===== config.mk =====
export PLATFORM = sky130hd
export DESIGN_NAME = program_loader
export DESIGN_NICKNAME = d
export VERILOG_FILES = /design/src/rtl/nibbler_pkg.sv /design/src/rtl/program_loader.sv
export SDC_FILE = /design/constraint.sdc
export NUM_CORES = 1
export LEC_CHECK = 0
export ABC_AREA = 0
export CAP_MARGIN = 20
export CORE_UTILIZATION = 35
export CTS_CLUSTER_SIZE = 20
export DETAILED_ROUTE_END_ITERATION = 6
export PLACE_DENSITY = 0.65
export SLEW_MARGIN = 15
export SYNTH_ARGS = -nofsm -noshare
export SYNTH_HDL_FRONTEND = slang
export SYNTH_SLANG_ARGS = --single-unit
export TNS_END_PERCENT = 5

===== constraint.sdc =====
create_clock -name clk -period 2.94 [get_ports clk]
set_clock_uncertainty 0.15 [all_clocks]
set_input_delay 0.588 -clock clk [delete_from_list [all_inputs] [get_ports clk]]
set_output_delay 0.588 -clock clk [all_outputs]
set_load 0.01 [all_outputs]

===== src/rtl/nibbler_pkg.sv =====
// Shared types and sizes for the Nibbler program-memory loader.
package nibbler_pkg;

    localparam int PROG_ADDR_W = 12;
    localparam int PROG_DATA_W = 8;

    typedef enum logic [2:0] {
        IDLE,
        LEN_HI,
        LEN_LO,
        DATA,
        CSUM,
        DONE,
        ERROR
    } loader_state_t;

    // True in the states that consume stream bytes; the CPU is held in reset there.
    function automatic logic is_loading(input loader_state_t s);
        return (s == LEN_HI) || (s == LEN_LO) || (s == DATA) || (s == CSUM);
    endfunction

endpackage


===== src/rtl/program_loader.sv =====
// Streams a length-prefixed, checksummed image into the Nibbler program memory
// and keeps the CPU in reset until a complete image has verified.
module program_loader
    import nibbler_pkg::*;
#(
    parameter int ADDR_W = PROG_ADDR_W,
    parameter int DATA_W = PROG_DATA_W
) (
    input  logic              clk,
    input  logic              notReset,
    input  logic              start,
    input  logic [DATA_W-1:0] inData,
    input  logic              inValid,
    output logic              inReady,
    output logic [ADDR_W-1:0] memAddr,
    output logic [DATA_W-1:0] memData,
    output logic              notMemWe,
    output logic              cpuNotReset,
    output logic              busy,
    output logic              done,
    output logic              error
);

    loader_state_t     state_q, state_d;
    logic [ADDR_W-1:0] count_q, count_d;
    logic [ADDR_W-1:0] addr_q, addr_d;
    logic [DATA_W-1:0] sum_q, sum_d;
    logic [ADDR_W-1:0] mem_addr_q, mem_addr_d;
    logic [DATA_W-1:0] mem_data_q, mem_data_d;
    logic              mem_we_n_q, mem_we_n_d;
    logic              cpu_not_reset_q, cpu_not_reset_d;
    logic              busy_q, busy_d;
    logic              done_q, done_d;
    logic              error_q, error_d;

    logic              xfer;
    logic [DATA_W-1:0] csum_total;

    assign inReady    = is_loading(state_q);
    assign xfer       = inValid & inReady;
    assign csum_total = sum_q + inData;

    always_comb begin
        // NOTE: every _d gets a default first so no path through the case infers a latch.
        state_d    = state_q;
        count_d    = count_q;
        addr_d     = addr_q;
        sum_d      = sum_q;
        mem_addr_d = mem_addr_q;
        mem_data_d = mem_data_q;
        mem_we_n_d = 1'b1;

        case (state_q)
            IDLE, DONE, ERROR: begin
                if (start) state_d = LEN_HI;
            end
            LEN_HI: begin
                if (xfer) begin
                    if (inData[DATA_W-1:ADDR_W-DATA_W] != '0) begin
                        state_d = ERROR;
                    end else begin
                        count_d[ADDR_W-1:DATA_W] = inData[ADDR_W-DATA_W-1:0];
                        state_d = LEN_LO;
                    end
                end
            end
            LEN_LO: begin
                if (xfer) begin
                    count_d[DATA_W-1:0] = inData;
                    addr_d  = '0;
                    sum_d   = '0;
                    state_d = DATA;
                end
            end
            DATA: begin
                if (xfer) begin
                    mem_addr_d = addr_q;
                    mem_data_d = inData;
                    mem_we_n_d = 1'b0;
                    sum_d      = sum_q + inData;
                    // The last byte leaves addr at the top of the image instead of wrapping.
                    if (addr_q == count_q) state_d = CSUM;
                    else                   addr_d  = addr_q + 1'b1;
                end
            end
            CSUM: begin
                if (xfer) state_d = (csum_total == '0) ? DONE : ERROR;
            end
            default: state_d = IDLE;
        endcase
    end

    // Status outputs follow the next state so they change on the same edge as the FSM.
    assign cpu_not_reset_d = (state_d == IDLE) || (state_d == DONE);
    assign busy_d          = is_loading(state_d);
    assign done_d          = (state_d == DONE);
    assign error_d         = (state_d == ERROR);

    // NOTE: sequential state uses non-blocking assignments so all flops update together.
    always_ff @(posedge clk or negedge notReset) begin
        if (!notReset) begin
            state_q         <= IDLE;
            count_q         <= '0;
            addr_q          <= '0;
            sum_q           <= '0;
            mem_addr_q      <= '0;
            mem_data_q      <= '0;
            mem_we_n_q      <= 1'b1;
            cpu_not_reset_q <= 1'b0;
            busy_q          <= 1'b0;
            done_q          <= 1'b0;
            error_q         <= 1'b0;
        end else begin
            state_q         <= state_d;
            count_q         <= count_d;
            addr_q          <= addr_d;
            sum_q           <= sum_d;
            mem_addr_q      <= mem_addr_d;
            mem_data_q      <= mem_data_d;
            mem_we_n_q      <= mem_we_n_d;
            cpu_not_reset_q <= cpu_not_reset_d;
            busy_q          <= busy_d;
            done_q          <= done_d;
            error_q         <= error_d;
        end
    end

    assign memAddr     = mem_addr_q;
    assign memData     = mem_data_q;
    assign notMemWe    = mem_we_n_q;
    assign cpuNotReset = cpu_not_reset_q;
    assign busy        = busy_q;
    assign done        = done_q;
    assign error       = error_q;

endmodule


* After elaboration in Yosys (flattened, before gate mapping)
Index checks and enable logic that the tools add are counted.
** Operators by class
- $mul :: 0
- Divide/modulo/power cells :: 0
- Shifts and indexed selects :: 0
- Bitwise logic cells :: 2
- Order comparisons :: 0
- Muxes and demuxes :: 18
- Reduce and logical (&&, ||, !) cells :: 18
- Add/subtract/negate cells :: 2
- Equality and inequality tests :: 16
** Operator list (count)
- $mux W12 :: 3
- $pmux W12 S2 :: 1
- $mux W3 :: 7
- $eq A3 B3 Y1 const B :: 6
- $mux W8 :: 2
- $pmux W8 S2 :: 1
- $pmux W3 S5 :: 1
- $add A12 B1 Y12 const B :: 1
- $eq A12 B12 Y1 :: 1
- $eq A3 B2 Y1 const B :: 4
- $add A8 B8 Y8 :: 1
- $logic_not A8 Y1 :: 1
- $logic_or A1 B1 Y1 :: 7
- $eq A3 B1 Y1 const B :: 2
- $logic_not A3 Y1 :: 2
- $ne A2 B2 Y1 const B :: 3
- $reduce_and A3 Y1 :: 2
- $reduce_and A2 Y1 :: 2
- $reduce_and A4 Y1 :: 1
- $reduce_bool A4 Y1 :: 1
- $reduce_or A3 Y1 :: 1
- $mux W1 :: 2
- $mux W2 :: 1
- $reduce_bool A2 Y1 :: 1
- 2 further kinds :: 2
** Storage, ports and cells
- Logic and storage cells :: 68
- Input port bits :: 12
- Bits in registers :: 60
- Output and inout port bits :: 26
- Memories kept :: 0
- Bits in latches :: 0
- Bits in read-only memories :: 0
- Memory bits (writable) :: 0

* Longest topological paths before layout
Gate-level depths: netlist (run 1).
- Depth after elaboration :: 11
- Gate-level depth with buffers :: 9
- Gate-level depth less buffers :: 9

* Worst setup path before layout (run 1)
Ideal clock, no wire load.
- Kind :: input to register
- Start :: input port inData[0]
- End :: register cpu_not_reset_q, in the netlist cpuNotReset
- Required time :: 2.658 ns
- Arrival time :: 2.287 ns
- Cell stages on the path :: 9
- Path buffers :: 0
- Path slack :: 0.370 ns
- Library setup time :: 0.132 ns
- Cells stage by stage :: ha_1 inv_1 fa_1 nor2b_1 o31a_1 mux2_2 nor3_1 a31oi_1 mux2i_1
** Between the ends
- Word-level cells in the longest chain between the ends :: 7
- Elaborated cells between the ends (all ways) :: 8
- Those cells by class :: add/sub (1); eq/ne (1); mux (3); reduce/logical (3)
** RTL lines
- start: declaration :: RTL line program_loader.sv:12 : input logic [DATA_W-1:0] inData,
- $add A8 B8 Y8 (*) :: RTL line program_loader.sv:41 : assign csum_total = sum_q + inData;
- $logic_not A8 Y1 (*) :: RTL line program_loader.sv:87 : if (xfer) state_d = (csum_total == '0) ? DONE : ERROR;
- $mux W2 (*) :: RTL line program_loader.sv:87
- $mux W3 (*) :: RTL line program_loader.sv:87
- $pmux W3 S5 (*) :: RTL line program_loader.sv:53 : case (state_q)
- $eq A3 B3 Y1 / $logic_not A3 Y1 (equally long branches) :: RTL line program_loader.sv:94 : assign cpu_not_reset_d = (state_d == IDLE) || (state_d == DONE);
- $logic_or A1 B1 Y1 (*) :: RTL line program_loader.sv:94
- named net cpu_not_reset_d :: RTL line program_loader.sv:31 : logic cpu_not_reset_q, cpu_not_reset_d;
- end signal: assignment :: RTL line program_loader.sv:121 : cpu_not_reset_q <= cpu_not_reset_d;
- end: declaration :: RTL line program_loader.sv:31
The timed path passes the listed nets; every way through them passes the cells marked *.
A chain may end at the register's enable or synchronous reset.

* Worst setup path in the final report (run 1)
- Start :: input port inData[0]
- End :: register error_q, in the netlist error
** Between the ends
- Word-level cells in the longest chain between the ends :: 6
** RTL lines
- $add A8 B8 Y8 :: RTL line program_loader.sv:41
- $logic_not A8 Y1 :: RTL line program_loader.sv:87
- $mux W2 :: RTL line program_loader.sv:87
- $mux W3 :: RTL line program_loader.sv:87
- $pmux W3 S5 :: RTL line program_loader.sv:53
- $eq A3 B3 Y1 :: RTL line program_loader.sv:97 : assign error_d = (state_d == ERROR);
- named net error_d :: RTL line program_loader.sv:34 : logic error_q, error_d;
- end signal: assignment :: RTL line program_loader.sv:124 : error_q <= error_d;
- end: declaration :: RTL line program_loader.sv:34
The timed path passes the listed nets, and every way through them passes these cells.

==> flow_metrics.py, run 1 <==
metrics = {
    "die": {
        "ioPinCount": 38,
        "die_area_um2": 9180,
        "core-area_um2": 8380,
        "die_h_um": 95.8,
        "rows": 33,
        "start_util": 0.367,
        "dieWidth_um": 95.8,
    },
    "timing": {
        "hold_viol": 0,
        "fin_crit_sh": 0.966,
        "clock.fmax_mhz": 352,
        "slew_headroom": 0.559,
        "period_minus_slack_ps": 2840,
        "worst_pin_slew_ps": 661,
        "setup_viol": 0,
        "finalMaxSlewViolations": 0,
        "setup_tns_ps": 0,
        "fin_ws_ps": 100,
    },
    "placement": {
        "dp_cells": 468,
        "port_buffers": 37,
        "place_ws_ps": -291,
        "placed_area_um2": 3710,
        "routabilityCongestion": 0.841,
        "hpwl_um": 4990,
    },
    "final_layout": {
        "area_growth_syn_to_layout_pct": 28.5,
        "fin_area_um2": 3960,
        "nets": 395,
        "insertedDiodeCount": 0,
        "drive_gt1_frac": 0.187,
        "layout.cells.non_filler": 484,
        "num-fill-cells": 796,
    },
    "setup_path": {
        "cp.required_ps": 3000,
        "crit_type": "primary input to flip-flop",
        "reg2reg_slack_ps": 490,
        "ff2ff_path_depth": 9,
        "crit_path_end_kind": "flip-flop",
        "worstSetupStartpointType": "primary input",
        "worstPathArrival_ps": 2900,
        "cp_max_fo": 3,
    },
    "synthesis": {
        "synth_nets": 338,
        "synth_top_area_cell": "dfrtp_1",
        "ys_types": 51,
        "netlist_area_um2": 3080,
        "yosysSeqAreaShare": 0.488,
        "synth_cells": 317,
        "synth-edff-count": 0,
        "avgSynthCellArea_um2": 9.71,
        "synth-async-reset-ratio": 1.00,
        "synth_top_area_frac": 0.479,
        "ys_ff_latch": 60,
        "yosys_warnings": 0,
        "synthTopCellsByArea": "dfrtp_1 48%, nand2_1 8.8%, mux2_2 4.4%",
        "ys.flop_type": "dfrtp_1",
    },
    "clocking": {
        "cts_tree": "done",
        "cts-buffers-inserted": 9,
        "cts_sinks": 60,
        "clockBufferDepth": 2,
        "cts.clk_slew.worst_paths_ps": 70,
        "insertion_delay_ps": 350,
        "cts_root_buffer": "clkbuf_8",
        "htreeDepth": 3,
        "cts_setup_buffers": 0,
    },
    "drt": {
        "vias": 2492,
        "drc": 0,
        "ant_nets": 0,
        "wirelength_um": 7080,
        "viasPerCell": 5.15,
        "wl_per_cell_um": 14.6,
        "dr.pass1.iters": 4,
        "first_iter_violations": 112,
    },
    "power_and_ir_drop": {
        "finalPower_mw": 3.78,
        "p_sw_frac": 0.372,
        "combPwrFrac": 0.447,
        "peakVddDrop_mv": 0.563,
        "p_switching_mw": 1.41,
        "internal_power_mw": 2.37,
        "power_frac_clock": 0.199,
        "p_leak_nw": 1.80,
        "power_frac_seq": 0.354,
        "cellPowerDensity_nw_per_um2": 955,
    },
    "hold_path": {
        "hold_path_class": "primary input to asynchronous set/reset pin",
    },
    "grt": {
        "grt_pass1_vias": 2508,
        "grt_usage": 0.179,
        "grt_overflow": 0,
        "grt_pass1_wl_um": 12200,
        "antenna_found_initial": 0,
        "grt_max_degree": 33,
    },
    "flow_run": {
        "cap_violations": 0,
    },
    "status": {
        "run_status": "finished clean",
    },
}
[per-stage QoR]
stage | hold WS (ps) | utilization
after floorplan | 142 | -
after CTS | 129 | 0.466
after global routing | 155 | 0.472
final | 116 | 0.472
after global placement | 303 | 0.442
after detailed placement | 312 | 0.442
[cells in the final DEF (no fill, tap or decap), types with 7 or more instances in the layout]
master	n
a21oi_1	9
buf_4	23
clkbuf_8	10
clkdlybuf4s50_1	36
dfrtp_1	59
ha_1	7
inv_1	10
mux2_2	12
nand2_1	72
nor2_1	14
o21ai_0	21
xnor2_1	10
xor2_1	13
[logic make-up after synthesis]
family                   count (synthesis)  share of synthesized area
AND/OR/NAND/NOR                        133                      0.216
flip-flops                              60                      0.488
AO/OA/AOI/OAI                           53                      0.110
buffers and inverters                   26                     0.0349
XOR/XNOR                                23                     0.0654
multiplexers                            13                     0.0471
adder cells (fa/ha/maj)                  9                     0.0390
[final timing paths]
kind | start | to
worst min register to register | memAddr[6] | memAddr[6]
max in group asynchronous | notReset | sum_q[5]
min in group clk | memAddr[6] | memAddr[6]
worst max-delay path | inData[0] | error
worst max register to register | sum_q[0] | error
worst min-delay path | notReset | memAddr[7]
[flip-flops by register name (all words and copies together), names as in the netlist]
signal       flops
notMemWe         1
done             1
busy             1
state_q          3
memAddr         12
memData          8
count_q         12
cpuNotReset      1
sum_q            8
error            1
addr_q          12
[power groups by stage]
stage	sequential [mW]	combinational, mW	clock (mW)
detailed placement	1.35	1.60	0
floorplan	1.33	0.950	0
finish	1.34	1.69	0.750
CTS	1.34	1.61	0.773
global route	1.38	1.88	0.820
global placement	1.35	1.56	0
[cell usage after synthesis (3+ instances only)]
| library cell | number |
|---|---|
| xnor2_1 | 10 |
| nor3b_1 | 3 |
| a31oi_1 | 3 |
| nor2b_1 | 4 |
| nand4_1 | 3 |
| mux2_2 | 12 |
| o21ai_0 | 21 |
| nor2_1 | 14 |
| xor2_1 | 13 |
| a21oi_1 | 9 |
| inv_1 | 10 |
| nand2b_1 | 3 |
| nand2_1 | 72 |
| dfrtp_1 | 59 |
| buf_2 | 8 |
| nand3_1 | 5 |
| ha_1 | 8 |
| clkbuf_1 | 7 |
| nor3_1 | 6 |
| nor4_2 | 3 |
| nor4_1 | 4 |
| a22o_1 | 4 |
[final cells by class]
type	instances	area (um^2)	share of cell area
multi-input cells	231	1530	0.386
flip-flops and latches	60	1500	0.380
repair buffers	61	558	0.141
clock buffers	12	145	0.0367
well taps	105	131	0.0332
clock inverters	4	50.0	0.0127
inverters	11	41.3	0.0104
[what timing repair did]
item | in CTS | in global routing
hold buffers | 0 | 0
gates resized for setup | 0 | 9
endpoints found under the setup margin | 0 | 5
[per-layer routing]
metal	up-vias	part of all wire	GRT usage
met3	9	0.051	0.0537
met4	0	0.013	0.0572
li1	1209	-	-
met5	-	0	0
met2	58	0.48	0.299
met1	1216	0.45	0.221
[critical path, cell delays in order]
cell             delay (ps)
clkdlybuf4s50_1         500
ha_2                    210
inv_1                    50
fa_1                    390
nor2b_1                 180
o31a_1                  160
mux2_2                  370
nor3_4                  190
and3_4                  220
nor3_1                   40
No activity file was read; power rests on OpenSTA's default activity.
==> run 2, diff against run 1 <==
Settings changed: ABC_AREA 0 to 1, CORE_UTILIZATION 35 to 30, PLACE_DENSITY 0.65 to 0.59.
==> run 2 against run 1 <==
Fmax is 5.4% higher. Clock-buffer cell count is the same. First-iteration DRC count decreased by 12%. Sequential share of layout area grew 0.55 points.
==> flow_metrics.py, run 2 <==
metrics = {
    "timing": {
        "fin_crit_sh": 0.916,
        "clock.fmax_mhz": 371,
        "slew_headroom": 0.519,
        "hold_ws_ps": 51.3,
        "period_minus_slack_ps": 2690,
        "worst_pin_slew_ps": 722,
        "setup_viol": 0,
        "finalMaxSlewViolations": 0,
        "fin_ws_ps": 246,
        "hold_viol": 0,
    },
    "synthesis": {
        "synth-async-reset-ratio": 1.00,
        "yosysSeqAreaShare": 0.477,
        "synth-edff-count": 0,
        "synth_top_area_frac": 0.469,
        "yosys_warnings": 0,
        "synthTopCellsByCount": "98 x nand2_1, 59 x dfrtp_1, 40 x inv_1, 28 x o21ai_1, 19 x nand3_1",
        "netlist_area_um2": 3150,
        "synthTopCellsByArea": "dfrtp_1 47%, nand2_1 12%, inv_1 4.8%",
        "synth_nets": 399,
        "ys_types": 37,
        "synth.most_common_cell": "nand2_1",
        "ys_ff_latch": 60,
        "synth_top_area_cell": "dfrtp_1",
        "ys.flop_type": "dfrtp_1",
        "avgSynthCellArea_um2": 8.33,
        "synth_cells": 378,
    },
    "drt": {
        "ant_nets": 0,
        "dr.pass1.iters": 4,
        "drc": 0,
        "vias": 2576,
        "viasPerCell": 4.53,
        "first_iter_violations": 99,
        "wl_per_cell_um": 12.7,
        "wirelength_um": 7240,
    },
    "final_layout": {
        "layout.cells.non_filler": 569,
        "num-fill-cells": 1053,
        "fin_util": 0.381,
        "mostFrequentLayoutCells": "98 x nand2_1, 59 x dfrtp_1, 40 x inv_1, 36 x clkdlybuf4s50_1, 28 x o21ai_1",
        "drive_gt1_frac": 0.136,
        "final_common_cell": "nand2_1",
        "area_growth_syn_to_layout_pct": 23.8,
        "nets": 449,
        "insertedDiodeCount": 0,
    },
    "die": {
        "die_area_um2": 10900,
        "ioPinCount": 38,
        "dieWidth_um": 104,
        "rows": 37,
        "die_h_um": 104,
        "start_util": 0.308,
        "core-area_um2": 10200,
    },
    "placement": {
        "place_ws_ps": -151,
        "port_buffers": 37,
        "dp_cells": 553,
        "hpwl_um": 5460,
        "routabilityCongestion": 0.858,
    },
    "clocking": {
        "cts_resized": 0,
        "cts.clk_slew.worst_paths_ps": 70,
        "insertion_delay_ps": 340,
        "clockBufferDepth": 2,
        "htreeDepth": 3,
        "cts_setup_buffers": 0,
        "cts_tree": "done",
        "cts_root_buffer": "clkbuf_8",
        "cts-buffers-inserted": 9,
        "cts_sinks": 60,
        "cts_hold_buf": 0,
    },
    "grt": {
        "grt_pass1_vias": 2551,
        "antenna_found_initial": 0,
        "grt_max_degree": 45,
        "grt_overflow": 0,
        "grt_pass1_wl_um": 12400,
        "grt_usage": 0.144,
    },
    "power_and_ir_drop": {
        "p_leak_nw": 1.84,
        "peakVddDrop_mv": 0.389,
        "cellPowerDensity_nw_per_um2": 911,
    },
    "setup_path": {
        "worstPathArrival_ps": 2780,
        "r2r_start": "sum_q[0]",
        "cp_max_fo": 3,
        "cp-startpoint": "inData[0]",
        "crit_path_end_kind": "flip-flop",
        "crit_type": "primary input to flip-flop",
        "cp.required_ps": 3020,
        "worstSetupStartpointType": "primary input",
    },
    "status": {
        "run_status": "finished clean",
    },
    "flow_run": {
        "cap_violations": 0,
    },
    "hold_path": {
        "hold_path_class": "primary input to asynchronous set/reset pin",
    },
}
## run 2: per-stage QoR
stage | total power [mW] | instance area (um^2) | setup TNS (ps)
floorplan | 2.34 | 3150 | 0
global placement | 2.87 | 3720 | -128
detailed placement | 2.90 | 3720 | -308
CTS | 3.57 | 3890 | 0
global route | 3.85 | 3900 | -7.43
finish | 3.55 | 3900 | 0
## run 2: final cells by class
cell class / instances / area [um^2] / area share
clock inverter: 4 / 25.0 / 0.00642
timing repair buffer: 47 / 440 / 0.113
inverter: 48 / 180 / 0.0462
multi-input combinational: 262 / 1440 / 0.368
tap: 136 / 170 / 0.0436
clock buffer: 12 / 145 / 0.0372
sequential: 60 / 1500 / 0.385
## run 2: power breakdown
part,leakage (nW),switching [mW],internal (mW)
Sequential,0.787,0.192,1.10
Combinational,0.974,0.911,0.683
Clock,0.0824,0.335,0.326
## run 2: cells by family after synthesis
family	Yosys count	synth area share
compound gates	65	0.118
xor+xnor	17	0.0473
fa+ha+maj	9	0.0381
buf+inv	56	0.0699
flops	60	0.477
simple gates	171	0.250
## run 2: layer usage
| layer | GRT usage | part of all wire | routed length, um | vias up |
|---|---|---|---|---|
| met1 | 0.196 | 0.50 | 3650 | 1205 |
| li1 | - | - | - | 1321 |
| met5 | 0 | 0 | 0 | - |
| met4 | 0.0469 | 0.0070 | 51 | 0 |
| met3 | 0.0338 | 0.038 | 275 | 6 |
| met2 | 0.224 | 0.45 | 3260 | 44 |
## run 2: final timing paths
kind	slack, ps	end	cells after the start
hold / removal	50	memData[5]	1
max in group asynchronous	1880	sum_q[7]	2
setup reg to reg	640	busy	14
setup / recovery	250	busy	15
min in group clk	340	memAddr[5]	2
hold reg to reg	340	memAddr[5]	2
## run 2: critical path, cell delays in order
cell             delay [ps]
clkdlybuf4s50_1         480
ha_2                    200
inv_1                    60
fa_2                    540
nand3_1                 120
nor2_4                  120
nand3_2                  70
nor2_2                   80
nand2_1                  80
nand2_1                  60
nand2_1                  50
nand2_2                  80
nand2_2                  60
o21ai_2                 140
nor2_2                   40
==> run 3, diff against run 2 <==
Settings changed: CORE_UTILIZATION 30 to 55, PLACE_DENSITY 0.59 to 0.9.
==> run 3 against run 2 <==
Fmax is 2.7% lower. Clock power is 18% higher. Sequential share of layout area is 0.42 points higher. Total power is 4.0% higher. Routed wire length is 1.6% higher. Clock-buffer cell count stayed put. Worst setup slack worse by 76 ps. Combinational power hardly changed. Hold slack better by 84 ps. Register-to-register slack worse by 110 ps. Critical endpoint unchanged. Largest power group unchanged. Highest routed layer unchanged.
==> flow_metrics.py, run 3 (synthesis results as in run 2) <==
metrics = {
    "status": {
        "run_status": "finished clean",
    },
    "grt": {
        "grt_pass1_vias": 2604,
        "grt_pass1_wl_um": 12500,
        "grt_overflow": 0,
        "antenna_found_initial": 0,
        "grt_max_degree": 45,
        "grt_usage": 0.272,
    },
    "final_layout": {
        "mostFrequentLayoutCells": "98 x nand2_1, 59 x dfrtp_1, 40 x inv_1, 36 x clkdlybuf4s50_1, 28 x o21ai_1",
        "insertedDiodeCount": 0,
        "final_common_cell": "nand2_1",
        "drive_gt1_frac": 0.132,
        "nets": 447,
        "area_growth_syn_to_layout_pct": 22.4,
        "fin_util": 0.701,
        "num-fill-cells": 412,
    },
    "timing": {
        "finalMaxSlewViolations": 0,
        "setup_viol": 0,
        "clock.fmax_mhz": 361,
        "fin_crit_sh": 0.942,
        "slew_headroom": 0.533,
        "worst_pin_slew_ps": 700,
        "hold_viol": 0,
        "hold_ws_ps": 135,
        "period_minus_slack_ps": 2770,
        "rsz0062_at_grt": "false",
    },
    "setup_path": {
        "r2r_end": "busy",
        "r2r_start": "sum_q[0]",
        "worstPathArrival_ps": 2850,
        "ff2ff_path_depth": 17,
        "cp.required_ps": 3020,
        "worstSetupStartpointType": "primary input",
        "crit_type": "primary input to flip-flop",
        "cp-startpoint": "inData[0]",
        "reg2reg_slack_ps": 530,
        "crit_path_end_kind": "flip-flop",
        "cp_max_fo": 3,
    },
    "clocking": {
        "htreeDepth": 3,
        "cts_root_buffer": "clkbuf_8",
        "clockBufferDepth": 2,
        "cts_sinks": 60,
        "cts.clk_slew.worst_paths_ps": 70,
        "cts_setup_buffers": 0,
        "cts-buffers-inserted": 9,
        "insertion_delay_ps": 340,
        "cts_hold_buf": 0,
        "cts_tree": "done",
    },
    "drt": {
        "dr.pass1.iters": 4,
        "viasPerCell": 5.39,
        "wirelength_um": 7350,
        "vias": 2709,
        "ant_nets": 0,
        "wl_per_cell_um": 14.6,
        "first_iter_violations": 235,
        "drc": 0,
    },
    "placement": {
        "port_buffers": 37,
        "routabilityCongestion": 0.892,
        "hpwl_um": 5100,
    },
    "die": {
        "die_h_um": 77.7,
        "ioPinCount": 38,
        "dieWidth_um": 77.7,
        "rows": 27,
        "core-area_um2": 5510,
        "die_area_um2": 6030,
        "start_util": 0.572,
    },
    "flow_run": {
        "cap_violations": 0,
    },
    "power_and_ir_drop": {
        "finalPower_mw": 3.69,
        "peakVddDrop_mv": 0.629,
        "cellPowerDensity_nw_per_um2": 957,
        "p_leak_nw": 1.86,
    },
    "hold_path": {
        "hold_path_class": "primary input to asynchronous set/reset pin",
    },
}
## run 3: through the flow
step	setup slack, ps	std cells	setup TNS (ps)	cell area, um^2
2_1_floorplan	551	378	0	3150
6_report	170	503	0	3860
3_5_place_dp	-167	487	-322	3640
3_3_place_gp	-69.2	487	-69.2	3640
4_1_cts	160	503	0	3840
5_1_grt	8.96	503	0	3860
## run 3: layout make-up
type,count,area (um^2),share of cell area
Sequential cell,60,1500,0.390
Multi-Input combinational cell,262,1440,0.374
Timing Repair Buffer,45,438,0.114
Inverter,48,180,0.0467
Clock buffer,12,155,0.0402
Tap cell,72,90.1,0.0234
Clock inverter,4,47.5,0.0123
## run 3: critical path, stage by stage
cell and delay (ps):
clkdlybuf4s50_1 520, ha_4 160, inv_1 50, fa_1 380, inv_1 60, nand2_1 60
nand2_1 90, nand3_1 120, nor2_4 130, nand3_2 70, nor2_2 70, nand2_1 80
nand2_1 60, nand2_1 70, nand2_2 90, nand2_2 70, o21ai_2 150, nor2_2 40
## run 3: how the worst max path moves through the flow
stage,endpoint,slack [ps],cells past startpoint
floorplan,busy,550,17
global placement,busy,-70,18
detailed placement,busy,-170,18
CTS,busy,160,18
global route,busy,9,18
finish,busy,170,18
## run 3: routing by layer
metal,part of all wire,up-vias,track usage
met5,0,-,0
met2,0.48,79,0.441
met4,0.030,0,0.143
li1,-,1323,-
met3,0.047,24,0.0459
met1,0.44,1283,0.349
## run 3: where the power goes
part / leakage [nW] / internal (mW) / switching (mW)
Clock: 0.102 / 0.435 / 0.342
Sequential: 0.787 / 1.10 / 0.197
Combinational: 0.970 / 0.690 / 0.924
Total: 1.86 / 2.23 / 1.46
## run 3: what timing repair did
| action | in CTS | in global routing |
|---|---|---|
| endpoints found under the hold margin | 0 | 0 |
| setup endpoints to repair | 0 | 1 |
| gates resized for setup | 0 | 3 |
